===== src/rtl/game_end_timer_scoreboard_pkg.sv =====
// Shared timing defaults, score width and FSM state encoding for the game-end timer.
// Latency: n/a (constants and types only).
// Backpressure: n/a.
package game_end_timer_scoreboard_pkg;

  // Default timing so the game top and this block agree on the end-of-game hold time.
  localparam int PRESCALE_DEF       = 1000000;
  localparam int DURATION_TICKS_DEF = 50;
  localparam int SCORE_W_DEF        = 4;

  typedef enum logic {
    IDLE = 1'b0,
    RUN  = 1'b1
  } state_t;

endpackage


===== src/rtl/game_tick_prescaler.sv =====
// Divides clk down to a one-cycle tick strobe every PRESCALE enabled cycles.
// Latency: tick is combinational from the registered count; restart takes effect next cycle.
// Backpressure: none; free-running while enable is high.
// Ports: clk, reset (sync, active-low), enable (count while high),
//        restart (reload count to 0, suppresses tick this cycle), tick (strobe out).
module game_tick_prescaler
  import game_end_timer_scoreboard_pkg::*;
#(
  parameter int PRESCALE = PRESCALE_DEF
) (
  input  logic clk,
  input  logic reset,
  input  logic enable,
  input  logic restart,
  output logic tick
);

  localparam int CW = $clog2(PRESCALE + 1);
  localparam logic [CW-1:0] LAST = CW'(PRESCALE - 1);

  logic [CW-1:0] count;

  // A restart reloads the period, so any tick that would have landed here is dropped.
  assign tick = enable & ~restart & (count == LAST);

  always_ff @(posedge clk) begin
    if (!reset) begin
      count <= '0;
    end else if (restart) begin
      count <= '0;
    end else if (enable) begin
      count <= (count == LAST) ? '0 : count + CW'(1);
    end
  end

endmodule


===== src/rtl/game_end_timer_scoreboard.sv =====
// End-of-game hold timer plus saturating win/loss scoreboard and display blink strobe.
// Latency: running rises the cycle after start; high PRESCALE*DURATION_TICKS cycles.
// Backpressure: none; start/clear are single-cycle pulses, start while running restarts.
// Ports: clk, reset (sync, active-low), end_of_game_timer_start, game_won, clear_score;
//        end_of_game_timer_running, win_count, loss_count, last_won, result_valid, blink.
module game_end_timer_scoreboard
  import game_end_timer_scoreboard_pkg::*;
#(
  parameter int PRESCALE       = PRESCALE_DEF,
  parameter int DURATION_TICKS = DURATION_TICKS_DEF,
  parameter int SCORE_W        = SCORE_W_DEF
) (
  input  logic               clk,
  input  logic               reset,
  input  logic               end_of_game_timer_start,
  input  logic               game_won,
  input  logic               clear_score,
  output logic               end_of_game_timer_running,
  output logic [SCORE_W-1:0] win_count,
  output logic [SCORE_W-1:0] loss_count,
  output logic               last_won,
  output logic               result_valid,
  output logic               blink
);

  localparam int TW = $clog2(DURATION_TICKS + 1);
  localparam logic [TW-1:0]      TICK_DONE = TW'(DURATION_TICKS);
  localparam logic [SCORE_W-1:0] SCORE_MAX = '1;
  localparam logic [SCORE_W-1:0] SCORE_ONE = SCORE_W'(1);

  state_t        state, state_next;
  logic          start;
  logic          tick;
  logic          final_tick;
  logic [TW-1:0] tick_cnt;
  logic [TW-1:0] tick_cnt_inc;
  logic          blink_q;

  assign start = end_of_game_timer_start;

  game_tick_prescaler #(
    .PRESCALE(PRESCALE)
  ) u_prescaler (
    .clk    (clk),
    .reset  (reset),
    .enable (state == RUN),
    .restart(start),
    .tick   (tick)
  );

  // tick_cnt stays below DURATION_TICKS, so the increment never overflows TW bits.
  assign tick_cnt_inc = tick_cnt + TW'(1);
  assign final_tick   = tick & (tick_cnt_inc == TICK_DONE);

  always_ff @(posedge clk) begin
    if (!reset) state <= IDLE;
    else        state <= state_next;
  end

  always_comb begin
    state_next = state;
    case (state)
      IDLE: if (start) state_next = RUN;
      RUN: begin
        if (start)           state_next = RUN;
        else if (final_tick) state_next = IDLE;
      end
      default: state_next = IDLE;
    endcase
  end

  assign end_of_game_timer_running = (state == RUN);

  always_ff @(posedge clk) begin
    if (!reset) begin
      tick_cnt <= '0;
      blink_q  <= 1'b0;
    end else if (start || final_tick) begin
      tick_cnt <= '0;
      blink_q  <= 1'b0;
    end else if (tick) begin
      tick_cnt <= tick_cnt_inc;
      blink_q  <= ~blink_q;
    end
  end

  // Blink reflects the tick parity including the current cycle's tick, so a
  // one-tick run still shows a lit blink in its only running cycle.
  assign blink = end_of_game_timer_running & (blink_q ^ tick);

  // Scoreboard: when clear and start coincide, the clear lands first and the
  // new result is then counted on top of zeroed counters.
  always_ff @(posedge clk) begin
    if (!reset) begin
      win_count    <= '0;
      loss_count   <= '0;
      last_won     <= 1'b0;
      result_valid <= 1'b0;
    end else if (start) begin
      last_won     <= game_won;
      result_valid <= 1'b1;
      if (clear_score) begin
        win_count  <= game_won ? SCORE_ONE : '0;
        loss_count <= game_won ? '0 : SCORE_ONE;
      end else if (game_won) begin
        if (win_count != SCORE_MAX) win_count <= win_count + SCORE_ONE;
      end else begin
        if (loss_count != SCORE_MAX) loss_count <= loss_count + SCORE_ONE;
      end
    end else if (clear_score) begin
      win_count    <= '0;
      loss_count   <= '0;
      result_valid <= 1'b0;
    end
  end

endmodule


===== config.mk =====
export PLATFORM = sky130hd
export DESIGN_NAME = game_end_timer_scoreboard
export DESIGN_NICKNAME = d
export VERILOG_FILES = /design/src/rtl/game_end_timer_scoreboard_pkg.sv /design/src/rtl/game_tick_prescaler.sv /design/src/rtl/game_end_timer_scoreboard.sv
export SDC_FILE = /design/constraint.sdc
export NUM_CORES = 1
export LEC_CHECK = 0
export BUFFER_PORTS_ARGS = -buffer_cell sky130_fd_sc_hd__buf_2
export CAP_MARGIN = 20
export CELL_PAD_IN_SITES_DETAIL_PLACEMENT = 0
export CELL_PAD_IN_SITES_GLOBAL_PLACEMENT = 2
export CORE_ASPECT_RATIO = 0.6
export CORE_MARGIN = 4
export CORE_UTILIZATION = 32
export CTS_CLUSTER_SIZE = 16
export DETAILED_ROUTE_END_ITERATION = 7
export PLACE_DENSITY_LB_ADDON = 0.1
export RECOVER_POWER = 100
export SLEW_MARGIN = 25
export SYNTH_ARGS = -nofsm -noshare
export SYNTH_HDL_FRONTEND = slang
export SYNTH_SLANG_ARGS = --single-unit

===== constraint.sdc =====
create_clock -name clk -period 1.69 [get_ports clk]
set_input_delay 0.169 -clock clk [delete_from_list [all_inputs] [get_ports clk]]
set_output_delay 0.169 -clock clk [all_outputs]
set_load 0.01 [all_outputs]

# After elaboration in Yosys (flattened, before gate mapping)
# Index checks and enable logic that the tools add are counted.
[totals]
reg_bits = 38
in_bits = 5
output_inout_bits = 12
wordCells = 53
[op_classes]
addsub = 4
eq_ne = 5
muxes = 18
n_bitwise = 9
reduce_logical = 9
[op_table]
columns = ["operator", "count"]
rows = [
  ["4-bit 2-to-1 mux", 9],
  ["20-bit by 1-bit adder with 20-bit output, second input constant", 1],
  ["20-bit equality test, second input constant", 1],
  ["20-bit 2-to-1 mux", 1],
  ["4-bit by 1-bit adder with 4-bit output, second input constant", 2],
  ["4-bit != test, second input constant", 2],
  ["2-bit nonzero test", 4],
  ["1-bit 2-to-1 mux", 7],
  ["6-bit by 1-bit adder with 6-bit output, second input constant", 1],
  ["6-bit equality test, second input constant", 1],
  ["3-bit AND reduction", 2],
  ["1-bit AND", 4],
  ["1-bit NOT", 4],
  ["2-bit OR reduction", 2],
  ["2-bit by 1-bit != test with 1-bit output, second input constant", 1],
  ["1-bit one-hot mux with 2 select lines", 1],
  ["1-bit logical OR", 1],
  ["1-bit bitwise XOR", 1],
]

# Depth between registers and ports, before layout
# Gate-level depths: netlist (run 1).
[logic_depth]
word_depth = 7
depth_mapped = 8
depth_no_buf = 6

# Modules after synthesis
# Synthesis (run 1) repeated with hierarchy kept, for this count alone.
[hier_totals]
cells_unflattened = 219
hier_area_um2 = 1926.8
[by_module_without_submodules]
columns = ["module", "instances", "cells_each", "area_each_um2", "seq_area_each_um2"]
rows = [
  ["game_tick_prescaler", 1, 114, 973.4, 400.4],
  ["game_end_timer_scoreboard", 1, 105, 953.4, 360.3],
]

# Worst setup path after synthesis (run 1)
# OpenSTA, ideal clock, no wires.
[synth_path]
path_kind = "reg2out"
startpoint = "register u_prescaler.count[0]"
endpoint = "output blink"
arrival_time_ns = 1.748
t_required_ns = 1.521
slack_ns = -0.227
path_stages_with_launch = 7
path_buffers = 0
cell_sequence = "dfxtp_1 > ha_1 > and4_4 > nand4_2 > or2_1 > or3_1 > a21boi_0"
[synth_between]
elab_chain_cells = 4
[synth_lines]
columns = ["element", "line_no", "text"]
rows = [
  ["start: declaration", "game_tick_prescaler.sv:21", "logic [CW-1:0] count;"],
  ["start signal: assignment", "game_tick_prescaler.sv:32", "count <= (count == LAST) ? '0 : count + CW'(1);"],
  ["20-bit equality test", "game_tick_prescaler.sv:24", "assign tick = enable & ~restart & (count == LAST);"],
  ["1-bit AND", "game_tick_prescaler.sv:24", ""],
  ["1-bit bitwise XOR", "game_end_timer_scoreboard.sv:89", "assign blink = end_of_game_timer_running & (blink_q ^ tick);"],
  ["1-bit AND", "game_end_timer_scoreboard.sv:89", ""],
  ["end: declaration", "game_end_timer_scoreboard.sv:23", "output logic blink"],
]
# Every way passes these cells.

# Final worst setup path (run 1)
[layout_path]
startpoint = "register u_prescaler.count[1]"
endpoint = "output blink"
# The elaborated chain is that of the path after synthesis.

==> impl_metrics.env, run 1 <==
export IMPL_status="finished, violations left"
export IMPL_violations="setup timing"
export IMPL_nNetsFinal=279
export IMPL_portBuffers=16
export IMPL_path_max_fanout=2
export IMPL_synth_fp_nets=228
export IMPL_drcViolationCount=0
export IMPL_startpoint_type="register"
export IMPL_place_area_um2=2280
export IMPL_power_density_nw_per_um2=665
export IMPL_vias=1682
export IMPL_synth_edf_count=0
export IMPL_syn_inst=218
export IMPL_grt_max_degree=20
export IMPL_maxSlewViolCount=0
export IMPL_dpl_worst_slack_ns=-0.120
export IMPL_worstPathCellList="ha_4, and4_4, nand4_4, or2_4, or3_4, a21boi_2, buf_2"
export IMPL_crit_buf_inv=1
export IMPL_fin_crit_sh_pct=124
export IMPL_path_class="register to output port"
export IMPL_hpwl_um=3440
export IMPL_syn_area_um2=1830
export IMPL_grt_setup_unrepaired="true"
export IMPL_r2r_end="tick_cnt[2]$_SDFFE_PP0P_"
export IMPL_layout_drive_gt1_share_pct=21.9
export IMPL_required_ns=1.52
export IMPL_path_delay_family="simple AND/OR/NAND/NOR gates"
export IMPL_syn_area_per_cell_um2=8.41
export IMPL_fmax_mhz=478
export IMPL_cap_violations=0
export IMPL_track_usage_pct=13.7
export IMPL_wl_per_cell_um=12.7
export IMPL_avgViaCountPerCell=4.82
export IMPL_worst_path_largest_cell_delay_ns=0.36
export IMPL_grt_overflow=0
export IMPL_swShare_pct=22.6
export IMPL_p_comb_share_pct=5.5
export IMPL_p_clk_share_pct=36.8
export IMPL_postCtsHoldBufs=0
export IMPL_ios=17
export IMPL_holdCritPathClass="input pin to register"
export IMPL_drt_iter0_markers=90
export IMPL_ys_ff_latch=38
export IMPL_final_min_clock_period_ns=2.09
export IMPL_synthToLayoutAreaGrowth_pct=29.3
export IMPL_antenna_found_initial=0
export IMPL_seq_area_frac_synth_pct=41.5
export IMPL_rows=21
export IMPL_timing_rr_start="u_prescaler.count[1]$_SDFFE_PP0P_"
export IMPL_grt_pass1_vias=1669
export IMPL_postRouteAntennaNets=0
export IMPL_rr_worst_depth=7
export IMPL_hp_start="reset"
export IMPL_skew_ns=0.00647
export IMPL_cts_root_buf="clkbuf_8"
export IMPL_clock_latency_ns=0.28
export IMPL_dieArea_um2=7050
export IMPL_synth_distinct_cells=40
export IMPL_path_clk_slew_ns=0.07
export IMPL_cts_buffers=5
export IMPL_power_internal_w=0.00122
export IMPL_cts_buffer_depth=2
export IMPL_finalSetupViolations=2
export IMPL_p_seq_share_pct=57.7
export IMPL_ys_flop_type="dfxtp_1"
export IMPL_core_area_um2=5570
export IMPL_die_h_um=66.6
export IMPL_drt_pass1_iterations=4
export IMPL_worst_ep_arrival_time_ns=1.92
export IMPL_crit_path_end_kind="output port"
export IMPL_cts_tree="built"
export IMPL_cts_sinks=38
export IMPL_postLayoutCellArea_um2=2370
export IMPL_slowest_stage="dfxtp_2"
export IMPL_leakagePower_nw=0.874
export IMPL_async_flop_share_pct=0
export IMPL_yosysWarnings=0
export IMPL_ir_drop_v=0.000355
export IMPL_die_w_um=106
export IMPL_htree_levels=2
export IMPL_hold_path_endpoint="end_of_game_timer_running$_SDFF_PN0_"
export IMPL_place_congestion=0.739
export IMPL_antenna_cells=0
export IMPL_slew_headroom_pct=78.7
export IMPL_worst_pin_slew_ns=0.317
export IMPL_nFillCells=569
export IMPL_start_util_pct=32.9
export IMPL_timing_final_ws_setup_ns=-0.400
export IMPL_hold_violations=0
export IMPL_p_switching_w=0.000357
export IMPL_r2r_slack_ns=-0.01
export IMPL_holdPathStages=3
export IMPL_totalWireLength_um=4430
export IMPL_grt_pass1_wl_um=7620
layout by cell type, fill, tap and decap left out, drive strengths merged, types with 2 or more instances in the layout:
| cell type | netlist | final |
|---|---|---|
| dfxtp | 38 | 38 |
| buf | 3 | 38 |
| nor2 | 32 | 32 |
| nand2 | 22 | 22 |
| clkbuf | 2 | 18 |
| nand3 | 16 | 16 |
| xor2 | 15 | 15 |
| a21oi | 11 | 11 |
| o21ai | 9 | 9 |
| nor3 | 7 | 7 |
| xnor2 | 6 | 6 |
| nand4 | 6 | 6 |
| nor2b | 5 | 5 |
| ha | 5 | 5 |
| inv | 4 | 4 |
| and3 | 4 | 4 |
| nand2b | 4 | 4 |
| or3 | 3 | 3 |
| a21boi | 3 | 3 |
| and2 | 2 | 2 |
| nor4b | 2 | 2 |
| mux2i | 2 | 2 |
| nor4 | 2 | 2 |
| a31oi | 2 | 2 |
| o211ai | 2 | 2 |
| and4 | 2 | 2 |
stage by stage:
stage	utilization, %	hold slack (ns)	std cells	TNS (ns)	total power, W
2_1_floorplan	-	0.297	218	-0.0492	0.000982
3_3_place_gp	41.0	0.450	341	-0.103	0.00102
3_5_place_dp	41.0	0.476	341	-0.140	0.00102
4_1_cts	42.3	0.183	348	-0.448	0.00160
5_1_grt	42.6	0.214	349	-0.556	0.00164
6_report	42.6	0.191	349	-0.411	0.00158
Yosys cell counts, types with 2 or more instances:
library cell   n  area share (%)
dfxtp_1       38              41
a31oi_1        2            0.68
nor2b_1        5             1.7
clkbuf_1       2            0.41
o211ai_1       2            0.82
or3_1          3             1.0
and3_1         4             1.4
nor2_1        32             6.5
and2_1         2            0.68
mux2i_1        2             1.1
nor4b_2        2             1.6
xnor2_1        6             2.9
nand4_1        5             1.7
inv_1          4            0.82
a21boi_0       3             1.2
a21oi_1       11             3.0
o21ai_0        9             2.5
nor4_1         2            0.68
xor2_1        15             7.2
nand3_1       16             4.4
ha_1           5             3.4
nand2b_1       4             1.4
nand2_1       21             4.3
nor3_1         7             1.9
state kept, by name, summed over array words and instances, names as in the netlist:
register and count:
win_count 4, blink_q 1, u_prescaler.count 20, tick_cnt 6, loss_count 4, result_valid 1
last_won 1, end_of_game_timer_running 1
worst min-delay path, cell delays in order:
cell and delay (ns):
buf_2 0.14, o21ai_0 0.08, a21oi_1 0.04
power groups by stage:
| stage | sequential (W) | combinational, W | clock [W] |
|---|---|---|---|
| after floorplan | 0.000935 | 0.0000470 | 0 |
| after global placement | 0.000931 | 0.0000851 | 0 |
| after detailed placement | 0.000932 | 0.0000878 | 0 |
| after CTS | 0.000911 | 0.0000880 | 0.000601 |
| after global routing | 0.000912 | 0.0000972 | 0.000630 |
| final | 0.000911 | 0.0000867 | 0.000581 |
kinds of logic after synthesis:
group,count (synthesis),share of synthesized area (%)
flip-flops,38,41.5
adder cells (fa/ha/maj),5,3.41
multiplexers,2,1.09
XOR/XNOR,21,10.0
buffers and inverters,9,2.52
AND/OR/NAND/NOR,111,31.1
AO/OA/AOI/OAI,32,10.4
metal layers:
metal  part of all wire [%]  vias up  track usage (%)  wire, um
met1                     53      787             18.8      2360
met3                    3.9        4             3.29       174
li1                       -      864                -         -
met4                    1.0        0             4.36        46
met5                      0        -                0         0
met2                     42       27             21.2      1850
final cells by class:
class / count / area (um2) / area share [%]
flip-flops and latches: 38 / 766 / 32.3
well taps: 80 / 100 / 4.22
repair buffers: 49 / 329 / 13.9
multi-input cells: 171 / 1090 / 45.8
inverters: 4 / 15.0 / 0.633
clock buffers: 7 / 76.3 / 3.22
how the worst max path moves through the flow:
stage                                         start     to  slack, ns  cells past startpoint
2_1_floorplan  end_of_game_timer_running$_SDFF_PN0_  blink      -0.05                      6
3_3_place_gp      u_prescaler.count[1]$_SDFFE_PP0P_  blink      -0.10                      7
3_5_place_dp      u_prescaler.count[1]$_SDFFE_PP0P_  blink      -0.12                      7
4_1_cts           u_prescaler.count[1]$_SDFFE_PP0P_  blink      -0.42                      7
5_1_grt           u_prescaler.count[1]$_SDFFE_PP0P_  blink      -0.46                      7
6_report          u_prescaler.count[1]$_SDFFE_PP0P_  blink      -0.40                      7
repair_timing:
action,4_1_cts,5_1_grt
pin swaps,1,2
buffers inserted,0,1
gates resized for setup,0,7
setup endpoints to repair,2,3
No activity file was read; power rests on OpenSTA's default activity.
==> run 2, diff against run 1 <==
--- a/config.mk
+++ b/config.mk
@@ -10,7 +10,7 @@
 export CELL_PAD_IN_SITES_DETAIL_PLACEMENT = 0
 export CELL_PAD_IN_SITES_GLOBAL_PLACEMENT = 2
 export CORE_ASPECT_RATIO = 0.6
-export CORE_MARGIN = 4
+export CORE_MARGIN = 5
 export CORE_UTILIZATION = 32
 export CTS_CLUSTER_SIZE = 16
 export DETAILED_ROUTE_END_ITERATION = 7
==> run 2 against run 1 <==
Effect of this change: the run still ends with setup timing left; wire length increased by 0.72%; die area is 4.9% higher; clock power up 5.9%; combinational power grew 2%; critical path type unchanged; critical endpoint unchanged.
==> impl_metrics.env, run 2 (synthesis gave the netlist of run 1 again) <==
export IMPL_layout_common_cells="33 x buf_4, 32 x nor2_1, 32 x dfxtp_1"
export IMPL_ios=17
export IMPL_final_min_clock_period_ns=2.10
export IMPL_violations="setup timing"
export IMPL_path_clk_slew_ns=0.07
export IMPL_layout_commonest_cell="buf_4"
export IMPL_cts_buffers=5
export IMPL_leakagePower_nw=0.877
export IMPL_power_internal_w=0.00125
export IMPL_slowest_stage="dfxtp_2"
export IMPL_rows=21
export IMPL_p_clk_share_pct=38.1
export IMPL_dieArea_um2=7400
export IMPL_fmax_mhz=476
export IMPL_drt_pass1_iterations=5
export IMPL_use_met3_pct=3.07
export IMPL_postCtsHoldBufs=0
export IMPL_worst_ep_arrival_time_ns=1.93
export IMPL_skew_ns=0.00859
export IMPL_met2_usage_pct=20.7
export IMPL_grt_util_met1_pct=17.7
export IMPL_worst_pin_slew_ns=0.325
export IMPL_drcViolationCount=0
export IMPL_postRouteAntennaNets=0
export IMPL_crit_path_end_kind="output port"
export IMPL_largest_register_ffs=20
export IMPL_antenna_cells=0
export IMPL_drt_iter0_markers=61
export IMPL_totalWireLength_um=4460
export IMPL_swShare_pct=22.4
export IMPL_path_delay_family="simple AND/OR/NAND/NOR gates"
export IMPL_dpl_worst_slack_ns=-0.157
export IMPL_maxSlewViolCount=0
export IMPL_start_util_pct=32.9
export IMPL_worst_path_largest_cell_delay_ns=0.34
export IMPL_p_comb_share_pct=5.5
export IMPL_timing_final_ws_setup_ns=-0.412
export IMPL_grt_pass1_wl_um=7480
export IMPL_clock_latency_ns=0.28
export IMPL_fin_crit_sh_pct=124
export IMPL_path_class="register to output port"
export IMPL_synthToLayoutAreaGrowth_pct=30.3
export IMPL_path_max_fanout=3
export IMPL_avgViaCountPerCell=4.74
export IMPL_power_density_nw_per_um2=675
export IMPL_p_seq_share_pct=56.5
export IMPL_reg_largest_list="u_prescaler.count x20, tick_cnt x6"
export IMPL_required_ns=1.52
export IMPL_top_register="u_prescaler.count"
export IMPL_core_area_um2=5570
export IMPL_wl_per_cell_um=12.8
export IMPL_track_usage_pct=13.1
export IMPL_hold_violations=0
export IMPL_worstPathCellList="nor4b_4, nand4_4, or2_4, or3_4, a21boi_2, buf_2"
export IMPL_grt_setup_unrepaired="true"
export IMPL_hpwl_um=3400
export IMPL_grt_overflow=0
export IMPL_place_congestion=0.746
export IMPL_antenna_found_initial=0
export IMPL_startpoint_type="register"
export IMPL_vias=1653
export IMPL_layout_drive_gt1_share_pct=23.0
export IMPL_grt_pass1_vias=1632
export IMPL_busiest_layer="met2"
export IMPL_die_h_um=68.6
export IMPL_grt_max_degree=20
export IMPL_crit_buf_inv=1
export IMPL_nNetsFinal=280
export IMPL_p_switching_w=0.000362
export IMPL_ir_drop_v=0.000275
export IMPL_fin_util_pct=42.9
export IMPL_holdCritPathClass="input pin to register"
export IMPL_cts_buffer_depth=2
export IMPL_cts_root_buf="clkbuf_8"
export IMPL_status="finished, violations left"
export IMPL_die_w_um=108
export IMPL_portBuffers=16
export IMPL_cts_sinks=38
export IMPL_htree_levels=2
export IMPL_cts_tree="built"
export IMPL_slew_headroom_pct=78.1
export IMPL_cap_violations=0
export IMPL_finalSetupViolations=2
## run 2: changes by cell type in the layout (fill, tap and decap cells not counted), moves of 2 or more
cell and delta:
dfxtp_1 -2, dfxtp_2 +2, buf_4 +3, clkbuf_1 -2
## run 2: timing repair
item | CTS | global route
pin swaps | 15 | 3
endpoints found under the setup margin | 2 | 26
resized for setup | 5 | 6
setup buffers | 4 | 1
## run 2: path summary, 6_finish.rpt
check                                          from                                   end  slack, ns  depth (start not counted)
setup / recovery  u_prescaler.count[7]$_SDFFE_PP0P_                                 blink      -0.41                          6
hold / removal                                reset  end_of_game_timer_running$_SDFF_PN0_       0.20                          3
setup reg to reg  u_prescaler.count[7]$_SDFFE_PP0P_              tick_cnt[2]$_SDFFE_PP0P_      -0.03                          6
hold reg to reg            tick_cnt[5]$_SDFFE_PP0P_              tick_cnt[5]$_SDFFE_PP0P_       0.47                          2
## run 2: tightest hold or removal path: stages
cell	delay [ns]
buf_2	0.14
o21ai_0	0.08
a21oi_1	0.05
## run 2: cell type report
class | count | area [um2]
fill | 570 | 3180
tap | 80 | 100
clock buffer | 6 | 82.6
multi-input combinational | 171 | 1090
sequential | 38 | 768
inverter | 4 | 15.0
timing repair buffer | 50 | 335
## run 2: power by group through the flow
stage          clock network (W)  registers, W  logic [W]
2_1_floorplan                  0      0.000935  0.0000470
3_3_place_gp                   0      0.000931  0.0000841
3_5_place_dp                   0      0.000932  0.0000878
4_1_cts                 0.000645      0.000911  0.0000890
5_1_grt                 0.000673      0.000912  0.0000978
6_report                0.000615      0.000911  0.0000882
## run 2: through the flow
step	instance area (um2)	hold slack (ns)	instances	total power [W]	setup TNS, ns
floorplan	1890	0.297	218	0.000982	-0.0492
detailed placement	2280	0.466	341	0.00102	-0.225
finish	2390	0.198	349	0.00161	-0.443
global placement	2280	0.449	341	0.00102	-0.131
global route	2390	0.204	349	0.00168	-0.726
CTS	2410	0.185	351	0.00164	-2.61
## run 2: per-layer routing
metal / up-vias / wire (um)
met5: - / 0
met4: 0 / 63
met3: 7 / 184
met2: 27 / 1900
met1: 756 / 2310
li1: 863 / -
==> run 3, diff against run 2 <==
--- a/config.mk
+++ b/config.mk
@@ -9,7 +9,6 @@
 export CAP_MARGIN = 20
 export CELL_PAD_IN_SITES_DETAIL_PLACEMENT = 0
 export CELL_PAD_IN_SITES_GLOBAL_PLACEMENT = 2
-export CORE_ASPECT_RATIO = 0.6
 export CORE_MARGIN = 5
 export CORE_UTILIZATION = 32
 export CTS_CLUSTER_SIZE = 16
==> run 3 against run 2 <==
Effect of this change: the run still ends with setup timing left; hold slack got worse by 0.0040 ns; sequential cell count did not move; sequential share of layout area fell by 1.1 points; largest cell class unchanged; highest routed layer unchanged.
==> impl_metrics.env, run 3 (synthesis gave the netlist of run 1 again) <==
export IMPL_required_ns=1.52
export IMPL_r2r_end="tick_cnt[2]$_SDFFE_PP0P_"
export IMPL_grt_overflow=0
export IMPL_place_congestion=0.863
export IMPL_cap_violations=0
export IMPL_top_register="u_prescaler.count"
export IMPL_fmax_mhz=477
export IMPL_leakagePower_nw=0.920
export IMPL_ir_drop_v=0.000288
export IMPL_grt_max_degree=20
export IMPL_track_usage_pct=12.6
export IMPL_core_area_um2=5540
export IMPL_die_h_um=85.7
export IMPL_reg_largest_list="u_prescaler.count x20, tick_cnt x6"
export IMPL_drt_iter0_markers=47
export IMPL_dieArea_um2=7350
export IMPL_start_util_pct=33.1
export IMPL_slew_headroom_pct=71.5
export IMPL_finalSetupTns_ns=-0.606
export IMPL_portBuffers=16
export IMPL_maxSlewViolCount=0
export IMPL_final_cells=347
export IMPL_htree_levels=2
export IMPL_layout_common_cells="35 x dfxtp_1, 33 x buf_4, 31 x nor2_1"
export IMPL_grt_pass1_vias=1636
export IMPL_timing_final_ws_setup_ns=-0.406
export IMPL_layout_commonest_cell="dfxtp_1"
export IMPL_cts_buffer_depth=2
export IMPL_nNetsFinal=284
export IMPL_antenna_cells=0
export IMPL_worst_pin_slew_ns=0.427
export IMPL_power_total_w=0.00167
export IMPL_rr_worst_depth=8
export IMPL_final_min_clock_period_ns=2.10
export IMPL_hp_start="reset"
export IMPL_fin_crit_sh_pct=124
export IMPL_hold_violations=0
export IMPL_hpwl_um=3120
export IMPL_synthToLayoutAreaGrowth_pct=34.4
export IMPL_holdPathStages=2
export IMPL_cts_sinks=38
export IMPL_antenna_found_initial=0
export IMPL_cts_root_buf="clkbuf_8"
export IMPL_path_clk_slew_ns=0.08
export IMPL_skew_ns=0.00732
export IMPL_clock_latency_ns=0.29
export IMPL_rows=27
export IMPL_violations="setup timing"
export IMPL_die_w_um=85.7
export IMPL_grt_pass1_wl_um=7330
export IMPL_avgViaCountPerCell=4.85
export IMPL_hold_path_endpoint="result_valid$_SDFFE_PN0P_"
export IMPL_placed_cells=332
export IMPL_holdCritPathClass="input pin to register"
export IMPL_drcViolationCount=0
export IMPL_finalSetupViolations=7
export IMPL_worst_ep_arrival_time_ns=1.93
export IMPL_crit_path_end_kind="output port"
export IMPL_timing_rr_start="u_prescaler.count[1]$_SDFFE_PP0P_"
export IMPL_totalWireLength_um=4430
export IMPL_grt_setup_unrepaired="true"
export IMPL_postRouteAntennaNets=0
export IMPL_cts_buffers=5
export IMPL_largest_register_ffs=20
export IMPL_layout_drive_gt1_share_pct=23.3
export IMPL_wl_per_cell_um=12.8
export IMPL_startpoint_type="register"
export IMPL_cts_tree="built"
export IMPL_r2r_slack_ns=-0.10
export IMPL_status="finished, violations left"
export IMPL_path_class="register to output port"
export IMPL_path_max_fanout=2
export IMPL_vias=1682
export IMPL_power_density_nw_per_um2=676
export IMPL_drt_pass1_iterations=4
export IMPL_ios=17
-- run 3: changes by cell type in the layout (fill, tap and decap cells not counted), sizes merged --
| cell | previous run | this run |
|---|---|---|
| buf | 40 | 42 |
| clkbuf | 16 | 19 |
| clkinv | 0 | 1 |
-- run 3: worst max path at each step --
stage,from,slack [ns],endpoint
floorplan,end_of_game_timer_running$_SDFF_PN0_,-0.05,blink
global placement,u_prescaler.count[1]$_SDFFE_PP0P_,-0.13,blink
detailed placement,u_prescaler.count[1]$_SDFFE_PP0P_,-0.13,blink
CTS,u_prescaler.count[1]$_SDFFE_PP0P_,-0.43,blink
global route,u_prescaler.count[1]$_SDFFE_PP0P_,-0.49,blink
finish,u_prescaler.count[1]$_SDFFE_PP0P_,-0.41,blink
-- run 3: area by class of cell --
type,instances,area [um2]
multi-input cells,171,1100
flip-flops and latches,38,764
repair buffers,54,408
fillers,574,3080
clock inverters,1,5.00
inverters,4,15.0
clock buffers,7,86.3
well taps,72,90.1
-- run 3: timing repair --
action                                  4_1_cts  5_1_grt
endpoints found under the setup margin        2       27
hold buffers                                  0        0
cloned                                        0        3
setup buffers                                 4        0
pin swaps                                     2        1
gates resized for setup                       4        2
-- run 3: through the flow --
stage                     setup WS, ns  hold slack, ns  utilization [%]  instance area (um2)
final                           -0.406           0.194             44.5                 2460
after detailed placement        -0.134           0.464             40.9                 2260
after global routing            -0.493           0.190             44.5                 2460
after global placement          -0.132           0.454             40.9                 2260
after floorplan                -0.0492           0.297                -                 1890
after CTS                       -0.430           0.180             43.3                 2400
-- run 3: power by group --
part | leakage [nW] | internal (W) | switching [W]
clock | 0.0482 | 0.000329 | 0.000321
combinational | 0.563 | 0.0000467 | 0.0000588
sequential | 0.308 | 0.000904 | 0.00000707
total | 0.920 | 0.00128 | 0.000386
-- run 3: routing by layer --
metal	vias to the layer above	wire length [um]	track usage, %	part of all wire (%)
met2	27	2190	22.1	49
met3	11	161	3.46	3.6
met5	-	0	0	0
li1	872	-	-	-
met1	772	1980	14.2	45
met4	0	105	5.32	2.4
-- run 3: worst max-delay path: stages, from the launching register on --
cell and delay, ns:
dfxtp_2 0.35, ha_4 0.13, and4_4 0.24, nand4_4 0.09, or2_1 0.23, or3_1 0.32
a21boi_2 0.12, buf_2 0.14
